==> config.mk <==
export PLATFORM = sky130hd
export DESIGN_NAME = pcie_link_ctrl
export DESIGN_NICKNAME = d
export VERILOG_FILES = /design/src/rtl/pcie_link_ctrl.sv
export SDC_FILE = /design/constraint.sdc
export NUM_CORES = 1
export LEC_CHECK = 0
export CAP_MARGIN = 20
export CORE_MARGIN = 2
export CORE_UTILIZATION = 40
export CTS_CLUSTER_SIZE = 20
export DETAILED_ROUTE_END_ITERATION = 8
export PLACE_DENSITY = 0.63
export SYNTH_ARGS = -nofsm -noshare
export SYNTH_HDL_FRONTEND = slang
export SYNTH_SLANG_ARGS = --single-unit
==> constraint.sdc <==
create_clock -name clk_i -period 3.6 [get_ports clk_i]
set_input_delay 0.36 -clock clk_i [delete_from_list [all_inputs] [get_ports clk_i]]
set_output_delay 0.36 -clock clk_i [all_outputs]
set_load 0.02 [all_outputs]
==> src/rtl/pcie_link_ctrl.sv <==
// rtl/pcie_link_ctrl.sv - reduced LTSSM link-training sequencer for pcie_phys_top
//
// Purpose:
//   Walks DETECT_QUIET -> DETECT_ACTIVE -> POLLING -> CONFIG -> L0, with a
//   RECOVERY loop used for lock loss and the 8b/10b -> 128b/130b speed change.
//   Drives per-lane transmit enables and the encoding selects, and gates the
//   MAC frame handshake so frames pass only while the link is up.
//
// Ports:
//   clk_i, rst_ni            core clock, asynchronous active-low reset
//   lane_detected_i          per-lane receiver-detect result (level)
//   rx_lock_i                per-lane symbol/block lock (level)
//   gen3_supported_i         both ends support 128b/130b
//   speed_change_req_i       request for 128b/130b, honoured only in L0
//   mac_data_frame_valid_i   MAC frame valid
//   phy_tx_ready_i           PHY datapath can take a frame
//   mac_data_frame_ready_o   link_up_o & phy_tx_ready_i (combinational)
//   lane_enable_o            per-lane transmit enable
//   link_width_o             negotiated lane count (0, 1, 2, 4, ...)
//   en8b10b_o, en128b130b_o  one-hot encoding select
//   link_up_o                high only in L0
//   state_o                  current state code
//   frame_accept_o           valid & ready handshake this cycle (combinational)

module pcie_link_ctrl #(
  parameter int NUM_LANES     = 4,
  parameter int QUIET_CYCLES  = 16,
  parameter int LOCK_CYCLES   = 8,
  parameter int POLL_TIMEOUT  = 1024,
  parameter int RECOV_TIMEOUT = 256
) (
  input  logic                        clk_i,
  input  logic                        rst_ni,
  input  logic [NUM_LANES-1:0]        lane_detected_i,
  input  logic [NUM_LANES-1:0]        rx_lock_i,
  input  logic                        gen3_supported_i,
  input  logic                        speed_change_req_i,
  input  logic                        mac_data_frame_valid_i,
  input  logic                        phy_tx_ready_i,
  output logic                        mac_data_frame_ready_o,
  output logic [NUM_LANES-1:0]        lane_enable_o,
  output logic [$clog2(NUM_LANES):0]  link_width_o,
  output logic                        en8b10b_o,
  output logic                        en128b130b_o,
  output logic                        link_up_o,
  output logic [2:0]                  state_o,
  output logic                        frame_accept_o
);

  localparam int WW      = $clog2(NUM_LANES) + 1;
  localparam int CNT_MAX = (POLL_TIMEOUT > RECOV_TIMEOUT)
                         ? ((POLL_TIMEOUT > QUIET_CYCLES) ? POLL_TIMEOUT : QUIET_CYCLES)
                         : ((RECOV_TIMEOUT > QUIET_CYCLES) ? RECOV_TIMEOUT : QUIET_CYCLES);
  localparam int CNT_W   = $clog2(CNT_MAX + 1);
  localparam int LCK_W   = $clog2(LOCK_CYCLES + 1);

  localparam logic [CNT_W-1:0] QUIET_LIM = CNT_W'(QUIET_CYCLES);
  localparam logic [CNT_W-1:0] POLL_LIM  = CNT_W'(POLL_TIMEOUT);
  localparam logic [CNT_W-1:0] RECOV_LIM = CNT_W'(RECOV_TIMEOUT);
  localparam logic [LCK_W-1:0] LOCK_LIM  = LCK_W'(LOCK_CYCLES);

  localparam logic [2:0] ST_DETECT_QUIET  = 3'd0;
  localparam logic [2:0] ST_DETECT_ACTIVE = 3'd1;
  localparam logic [2:0] ST_POLLING       = 3'd2;
  localparam logic [2:0] ST_CONFIG        = 3'd3;
  localparam logic [2:0] ST_L0            = 3'd4;
  localparam logic [2:0] ST_RECOVERY      = 3'd5;

  // State and counters
  logic [2:0]           state_q, state_d;
  logic [LCK_W-1:0]     lock_cnt_q, lock_cnt_d;
  logic [CNT_W-1:0]     tmo_cnt_q, tmo_cnt_d;

  // Registered outputs and sideband state
  logic [NUM_LANES-1:0] det_mask_q, det_mask_d;
  logic [NUM_LANES-1:0] lane_en_q, lane_en_d;
  logic [WW-1:0]        width_q, width_d;
  logic                 en8_q, en8_d;
  logic                 en128_q, en128_d;
  logic                 link_up_q, link_up_d;
  logic                 pend_q, pend_d;

  // Decoded conditions
  logic                 all_locked;
  logic                 lock_lost;
  logic                 speed_req;
  logic [LCK_W-1:0]     lock_nxt;
  logic [CNT_W-1:0]     tmo_nxt;
  logic [CNT_W-1:0]     tmo_lim;
  logic [WW-1:0]        cfg_width;
  logic [NUM_LANES-1:0] cfg_mask;

  function automatic logic [NUM_LANES-1:0] low_ones(input int n);
    logic [NUM_LANES-1:0] m;
    m = '0;
    for (int b = 0; b < NUM_LANES; b++) begin
      if (b < n) m[b] = 1'b1;
    end
    return m;
  endfunction

  // Widest power-of-two prefix of detected lanes. A wider prefix implies every
  // narrower one, so the last match in the ascending scan is the answer.
  always_comb begin
    cfg_width = '0;
    cfg_mask  = '0;
    for (int i = 0; i < WW; i++) begin
      if ((det_mask_q & low_ones(1 << i)) == low_ones(1 << i)) begin
        cfg_width = WW'(1 << i);
        cfg_mask  = low_ones(1 << i);
      end
    end
  end

  // Only lanes currently enabled take part in the lock decision.
  assign all_locked = &(rx_lock_i | ~lane_en_q);
  assign lock_lost  = |(lane_en_q & ~rx_lock_i);
  assign speed_req  = speed_change_req_i & gen3_supported_i & en8_q;
  assign lock_nxt   = all_locked ? (lock_cnt_q + LCK_W'(1)) : '0;
  assign tmo_nxt    = tmo_cnt_q + CNT_W'(1);
  assign tmo_lim    = (state_q == ST_RECOVERY) ? RECOV_LIM : POLL_LIM;

  // State register
  always_ff @(posedge clk_i or negedge rst_ni) begin
    if (!rst_ni) begin
      state_q    <= ST_DETECT_QUIET;
      lock_cnt_q <= '0;
      tmo_cnt_q  <= '0;
    end else begin
      state_q    <= state_d;
      lock_cnt_q <= lock_cnt_d;
      tmo_cnt_q  <= tmo_cnt_d;
    end
  end

  // Next-state logic
  always_comb begin
    state_d    = state_q;
    lock_cnt_d = lock_cnt_q;
    tmo_cnt_d  = tmo_cnt_q;
    case (state_q)
      ST_DETECT_QUIET: begin
        tmo_cnt_d = tmo_nxt;
        if (tmo_nxt == QUIET_LIM) state_d = ST_DETECT_ACTIVE;
      end
      ST_DETECT_ACTIVE: begin
        state_d = (|lane_detected_i) ? ST_POLLING : ST_DETECT_QUIET;
      end
      ST_POLLING, ST_RECOVERY: begin
        lock_cnt_d = lock_nxt;
        tmo_cnt_d  = tmo_nxt;
        // Lock is tested first so it wins a same-cycle timeout.
        if (lock_nxt == LOCK_LIM) begin
          state_d = (state_q == ST_POLLING) ? ST_CONFIG : ST_L0;
        end else if (tmo_nxt == tmo_lim) begin
          state_d = ST_DETECT_QUIET;
        end
      end
      ST_CONFIG: begin
        state_d = (cfg_width == '0) ? ST_DETECT_QUIET : ST_L0;
      end
      ST_L0: begin
        if (lock_lost || speed_req) state_d = ST_RECOVERY;
      end
      default: state_d = ST_DETECT_QUIET;
    endcase
    // Every state starts with fresh lock and timeout counts.
    if (state_d != state_q) begin
      lock_cnt_d = '0;
      tmo_cnt_d  = '0;
    end
  end

  // Output next-value logic; outputs are registered so they line up with state_q.
  always_comb begin
    det_mask_d = det_mask_q;
    lane_en_d  = lane_en_q;
    width_d    = width_q;
    en8_d      = en8_q;
    en128_d    = en128_q;
    pend_d     = pend_q;
    link_up_d  = (state_d == ST_L0);
    case (state_q)
      ST_DETECT_ACTIVE: begin
        det_mask_d = lane_detected_i;
        if (state_d == ST_POLLING) lane_en_d = lane_detected_i;
      end
      ST_CONFIG: begin
        if (state_d == ST_L0) begin
          width_d   = cfg_width;
          lane_en_d = cfg_mask;
        end
      end
      ST_L0: begin
        if (speed_req) pend_d = 1'b1;
      end
      ST_RECOVERY: begin
        // Encoding swap coincides with re-entering L0.
        if (state_d == ST_L0 && pend_q) begin
          en8_d   = 1'b0;
          en128_d = 1'b1;
          pend_d  = 1'b0;
        end
      end
      default: ;
    endcase
    // Falling back to DETECT_QUIET tears the link down completely.
    if (state_d == ST_DETECT_QUIET && state_q != ST_DETECT_QUIET) begin
      lane_en_d = '0;
      width_d   = '0;
      en8_d     = 1'b1;
      en128_d   = 1'b0;
      pend_d    = 1'b0;
    end
  end

  always_ff @(posedge clk_i or negedge rst_ni) begin
    if (!rst_ni) begin
      det_mask_q <= '0;
      lane_en_q  <= '0;
      width_q    <= '0;
      en8_q      <= 1'b1;
      en128_q    <= 1'b0;
      link_up_q  <= 1'b0;
      pend_q     <= 1'b0;
    end else begin
      det_mask_q <= det_mask_d;
      lane_en_q  <= lane_en_d;
      width_q    <= width_d;
      en8_q      <= en8_d;
      en128_q    <= en128_d;
      link_up_q  <= link_up_d;
      pend_q     <= pend_d;
    end
  end

  assign state_o                = state_q;
  assign lane_enable_o          = lane_en_q;
  assign link_width_o           = width_q;
  assign en8b10b_o              = en8_q;
  assign en128b130b_o           = en128_q;
  assign link_up_o              = link_up_q;
  assign mac_data_frame_ready_o = link_up_q & phy_tx_ready_i;
  assign frame_accept_o         = mac_data_frame_valid_i & mac_data_frame_ready_o;

endmodule

Word level (Yosys, flattened, before mapping)
Cells that the tools add are included.
{"block": "classes", "addsub": 2, "mul": 0, "div": 0, "n_lt_le_gt_ge": 0, "eq_ne": 17, "n_shift": 0, "muxes": 36, "n_bitwise": 8, "n_reduce_logical": 24}
{"op": "2-to-1 mux 11 bit", "count": 3}
{"op": "2-to-1 mux 3 bit", "count": 10}
{"op": "2-to-1 mux 4 bit", "count": 7}
{"op": "case mux 3 bit (5 select lines)", "count": 1}
{"op": "nonzero test 2 bit", "count": 6}
{"op": "adder 11 x 1 -> 11 bit (second input constant)", "count": 1}
{"op": "== test 11 bit", "count": 1}
{"op": "== test 11 x 5 -> 1 bit (second input constant)", "count": 1}
{"op": "2-to-1 mux 1 bit", "count": 10}
{"op": "== test 3 x 2 -> 1 bit (second input constant)", "count": 3}
{"op": "== test 3 bit (second input constant)", "count": 3}
{"op": "logical NOT 3 bit", "count": 3}
{"op": "inequality test 3 bit (second input constant)", "count": 3}
{"op": "nonzero test 3 bit", "count": 3}
{"op": "== test 4 bit (second input constant)", "count": 2}
{"op": "NOT 4 bit", "count": 2}
{"op": "case mux 4 bit (2 select lines)", "count": 1}
{"op": "OR reduction 4 bit", "count": 2}
{"op": "2-to-1 mux 2 bit", "count": 3}
{"op": "AND reduction 3 bit", "count": 2}
{"op": "adder 4 x 1 -> 4 bit (second input constant)", "count": 1}
{"op": "AND 1 bit", "count": 4}
{"op": "AND 4 bit", "count": 1}
{"op": "bitwise OR 4 bit", "count": 1}
{"op": "other kinds (11)", "count": 13}
{"block": "totals", "ff_bits": 33, "latchBits": 0, "ram_bits": 0, "romBits": 0, "in_bits": 14, "output_inout_bits": 15, "wordCells": 97, "n_memories": 0}

Longest topological paths before layout
{"block": "logic_depth", "depth_word": 12, "ltp_mapped": 10, "mapped_depth_nobuf": 8}

Worst setup path after synthesis
No wires, ideal clock.
{"block": "synth_timing", "path_kind": "register -> register", "from": "register lock_cnt_q[1]", "to": "register tmo_cnt_q[5]", "setup_ns": 0.119, "t_arrival_ns": 2.639, "required_ns": 3.481, "slack_ns": 0.843, "path_stages_with_launch": 10, "cell_sequence": "dfrtp_1 > ha_1 > and3b_1 > o21ai_0 > a2111oi_0 > a21bo_2 > or3_1 > o2bb2ai_2 > buf_4 > nor2_1"}
{"block": "synth_via", "elab_chain_len": 7, "elab_cells_between_ends": 8}
{"element": "from (decl)", "line": "71", "text": "logic [LCK_W-1:0] lock_cnt_q, lock_cnt_d;"}
{"element": "from (signal assigned)", "line": "131", "text": "lock_cnt_q <= lock_cnt_d;"}
{"element": "adder 4 x 1 -> 4 bit *", "line": "119", "text": "assign lock_nxt = all_locked ? (lock_cnt_q + LCK_W'(1)) : '0;"}
{"element": "2-to-1 mux 4 bit *", "line": "119"}
{"element": "== test 4 bit *", "line": "153", "text": "if (lock_nxt == LOCK_LIM) begin"}
{"element": "2-to-1 mux 3 bit *", "line": "153"}
{"element": "case mux 3 bit (5 select lines) *", "line": "141", "text": "case (state_q)"}
{"element": "inequality test 3 bit *", "line": "168", "text": "if (state_d != state_q) begin"}
{"element": "2-to-1 mux 11 bit / nonzero test 2 bit (equally long branches)"}
{"element": "to (signal assigned)", "line": "132", "text": "tmo_cnt_q <= tmo_cnt_d;"}
{"element": "to (decl)", "line": "72", "text": "logic [CNT_W-1:0] tmo_cnt_q, tmo_cnt_d;"}
Every way passes the cells marked *; elsewhere a longest branch is shown, timed or not.
A chain may end at the register's enable or synchronous reset.

Worst setup path after layout
{"block": "layout_timing", "from": "register tmo_cnt_q[4]", "to": "register lane_en_q[1] (netlist: lane_enable_o[1])"}
{"block": "layout_via", "elab_chain_len": 9, "elab_cells_between_ends": 16}
{"element": "adder 11 x 1 -> 11 bit *", "line": "120", "text": "assign tmo_nxt = tmo_cnt_q + CNT_W'(1);"}
{"element": "== test 11 bit", "line": "155", "text": "end else if (tmo_nxt == tmo_lim) begin"}
{"element": "2-to-1 mux 3 bit", "line": "155"}
{"element": "2-to-1 mux 3 bit", "line": "153"}
{"element": "case mux 3 bit (5 select lines) *", "line": "141"}
{"element": "logical NOT 3 bit", "line": "208", "text": "if (state_d == ST_DETECT_QUIET && state_q != ST_DETECT_QUIET) begin"}
{"element": "logical AND 1 bit", "line": "208"}
{"element": "inequality test 3 bit (no line) / nonzero test 3 bit (equally long branches)"}
{"element": "AND reduction 3 bit (no line)"}
{"element": "to (signal assigned)", "line": "228", "text": "lane_en_q <= lane_en_d;"}
{"element": "to (decl)", "line": "76", "text": "logic [NUM_LANES-1:0] lane_en_q, lane_en_d;"}
Marks and branches as above.

==> impl_metrics.csv <==
group,metric,value,unit
min_path,hold_path.class,"in -> async",
clocking,cts-root-buf,"clkbuf_8",
timing,drv_slew,0,
logic_synthesis,syn_avg_cell_area,8.76,µm²
timing,worst_slew_pin_slew,0.711,ns
worst_setup_path,required,3.75,ns
final_layout,utilization,0.517,
timing,period_share,0.842,
timing,fin_tns_setup,0,ns
floorplanning,die_w,74.7,µm
worst_setup_path,worst-path-buf-inv,0,
clocking,clk_latency,0.29,ns
placed_design,gp_congestion,0.838,
timing,fmax,330,MHz
worst_setup_path,critPathLaunch,"tmo_cnt_q[4]$_DFFE_PN0P_",
power_and_ir_drop,power,1.35,mW
global_route,grt_max_degree,34,
global_route,grt_pass1_wl,7.42,mm
logic_synthesis,synth_area_leader_cell,"dfrtp_1",
routing,first_pass_iters,4,
routing,dr.first_iter.drc_count,135,
worst_setup_path,reg2reg_depth,7,
timing,hold_violations,0,
floorplanning,initial_core_util,0.418,
power_and_ir_drop,swShare,0.334,
routing,routedWlPerCell,13.1,µm
placed_design,hpwl,3.15,mm
worst_setup_path,worstReg2RegEnd,"lane_enable_o[1]$_DFFE_PN0P_",
worst_setup_path,r2r_slack,0.57,ns
clocking,cts_tree,"done",
final_layout,diodes,0,
worst_setup_path,critical_path_class,"reg -> reg",
placed_design,port_buffers,28,
routing,wirelength,4.26,mm
final_layout,final_cell_mix,"nor2_1 (41), dfrtp_1 (32), clkdlybuf4s50_1 (28), nand2_1 (21), o21ai_0 (14)",
worst_setup_path,cp_data_arrival_time,3.18,ns
floorplanning,num_rows,25,
final_layout,areaGrowthSynthToFinish,23.8,%
logic_synthesis,synth.net_count,244,
worst_setup_path,end_kind,"flop",
power_and_ir_drop,p_comb_frac,0.292,
logic_synthesis,muxShareOfSynthArea,0.0106,
floorplanning,dieArea,0.00558,mm²
worst_setup_path,cp_cell_sequence,"nand4_4 -> or4_1 -> a2111o_1 -> a2111oi_4 -> a21oi_2 -> nor4_4 -> nor2_1",
worst_setup_path,critPathCapture,"lane_enable_o[1]$_DFFE_PN0P_",
logic_synthesis,synthAdderAreaFrac,0.0125,
logic_synthesis,synthSimpleGateAreaFrac,0.292,
timing,min_period,3.03,ns
worst_setup_path,cp.depth,7,
logic_synthesis,ys_seq_elements,33,
timing,clock_skew,0.00359,ns
global_route,grt.overflow.total,0,
power_and_ir_drop,powerDensity,547,mW/mm²
logic_synthesis,synth_area,0.00200,mm²
floorplanning,io_pins,29,
logic_synthesis,synth_xor_area_frac,0.0614,
clocking,clock-sinks,33,
power_and_ir_drop,p_sw,453,µW
logic_synthesis,syn_inst,228,
logic_synthesis,synthFlopType,"dfrtp_1",
routing,post-route-drc-count,0,
power_and_ir_drop,power.leakage,1.03,nW
logic_synthesis,synth_top_family_by_area,"simple AND/OR/NAND/NOR gates",
global_route,grt_pass1_vias,1566,
timing,relSlewSlack,0.521,
job,drv_cap,0,
logic_synthesis,yosysWarnings,0,
final_layout,final_common_cell,"nor2_1",
power_and_ir_drop,p_clk_frac,0.302,
logic_synthesis,synth_top_area_share,0.401,
clocking,cts_hold_buf,0,
clocking,cts_resized,0,
routing,num_vias,1695,
outcome,status,"complete, no violations",
floorplanning,fp.dieH,74.7,µm
logic_synthesis,synth_compound_area_frac,0.167,
routing,ant_nets,0,
power_and_ir_drop,seq_power_share,0.406,
timing,rsz0062_at_grt,"no",
worst_setup_path,cp_top_family,"simple AND/OR/NAND/NOR gates",
logic_synthesis,yosysSeqAreaShare,0.414,
worst_setup_path,startpoint_type,"flop",
clocking,cts_setup_buffers,0,
timing,whs,0.457,ns
power_and_ir_drop,vdd_drop_max,0.000231,V
worst_setup_path,max_stage_delay,0.54,ns
final_layout,nFillCells,444,
clocking,cts_made_buffers,5,
clocking,htree_levels,2,
floorplanning,core_area,0.00479,mm²
clocking,clk_pin_slew_worst_paths,0.07,ns
timing,setup_viol,0,
logic_synthesis,synth_area_leaders,"dfrtp_1 (40%), nor2_1 (7.7%), nand2_1 (3.9%)",
power_and_ir_drop,intPower,901,µW
logic_synthesis,async_reset_ff_frac,1.00,
routing,viasPerCell,5.22,
global_route,track_usage,0.178,
worst_setup_path,reg2reg_from,"tmo_cnt_q[4]$_DFFE_PN0P_",
global_route,antenna_found_initial,0,
logic_synthesis,synth_edf_count,0,
final_layout,fin_nets,273,
final_layout,layout-drive-gt1-share,0.0853,
clocking,cts_buffer_depth,2,
worst_setup_path,cp_max_fo,10,
logic_synthesis,synth_cell_types,50,
worst_setup_path,crit_path_top_delay_cell,"or4_1",
[worst min-delay path by stage]
stage,endpoint,slack (ns),from,cells past startpoint
4_1_cts,tmo_cnt_q[4]$_DFFE_PN0P_,0.48,rst_ni,2
3_3_place_gp,link_width_o[2]$_DFFE_PN0P_,0.51,link_width_o[2]$_DFFE_PN0P_,2
3_5_place_dp,link_width_o[0]$_DFFE_PN0P_,0.51,link_width_o[0]$_DFFE_PN0P_,2
2_1_floorplan,det_mask_q[0]$_DFFE_PN0N_,0.06,rst_ni,0
6_report,tmo_cnt_q[7]$_DFFE_PN0P_,0.46,rst_ni,2
5_1_grt,tmo_cnt_q[7]$_DFFE_PN0P_,0.54,rst_ni,2
[cells in the mapped netlist (5+ instances only)]
master    number
inv_1          8
xor2_1         5
nor2_1        41
clkbuf_1       5
o21ai_0       14
a21oi_1       11
nand2b_1       8
xnor2_1        9
nand2_1       21
nand3_1        7
nor2b_1        5
a211oi_1       5
dfrtp_1       32
[kinds of logic (layout without fill, tap and decap cells)]
kind of cell               after synthesis  after routing
and+or+nand+nor                        112            112
adders and majority gates                2              2
xor gates and xnor gates                14             14
AOI/OAI and AO/OA                       47             47
muxes                                    2              2
buffers and inverters                   18             48
DFF                                     33             33
[metrics by stage]
step / area [µm²] / cells / setup WS [ns]
2_1_floorplan: 2000 / 228 / 0.843
3_3_place_gp: 2340 / 317 / 0.667
3_5_place_dp: 2340 / 317 / 0.636
4_1_cts: 2470 / 325 / 0.588
5_1_grt: 2470 / 325 / 0.351
6_report: 2470 / 325 / 0.570
[registers in the layout (all words and copies together), names as in the netlist]
register,count
lane_enable_o,4
en8b10b_o,1
tmo_cnt_q,11
state_o,3
pend_q,1
lock_cnt_q,4
det_mask_q,4
link_up_o,1
link_width_o,3
en128b130b_o,1
[per-layer routing]
layer	vias to the layer above	global-route usage	share of wire
li1	855	-	-
met1	803	0.260	0.51
met2	31	0.255	0.43
met3	6	0.0415	0.041
met4	0	0.0714	0.018
met5	-	0	0
[layout make-up]
class	instances	area (µm²)	area share
timing repair buffer	32	310	0.125
clock inverter	3	65.1	0.0263
sequential	33	827	0.334
clock buffer	5	68.8	0.0278
tap	67	83.8	0.0339
multi-input combinational	177	1090	0.440
inverter	8	30.0	0.0121
[power groups by stage]
stage               Clock [mW]  Sequential (mW)  Combinational [mW]
floorplan                    0            0.522               0.316
global placement             0            0.552               0.401
detailed placement           0            0.554               0.398
CTS                      0.418            0.549               0.400
global route             0.434            0.566               0.450
finish                   0.409            0.549               0.396
Power figures use the tool's default switching activity.
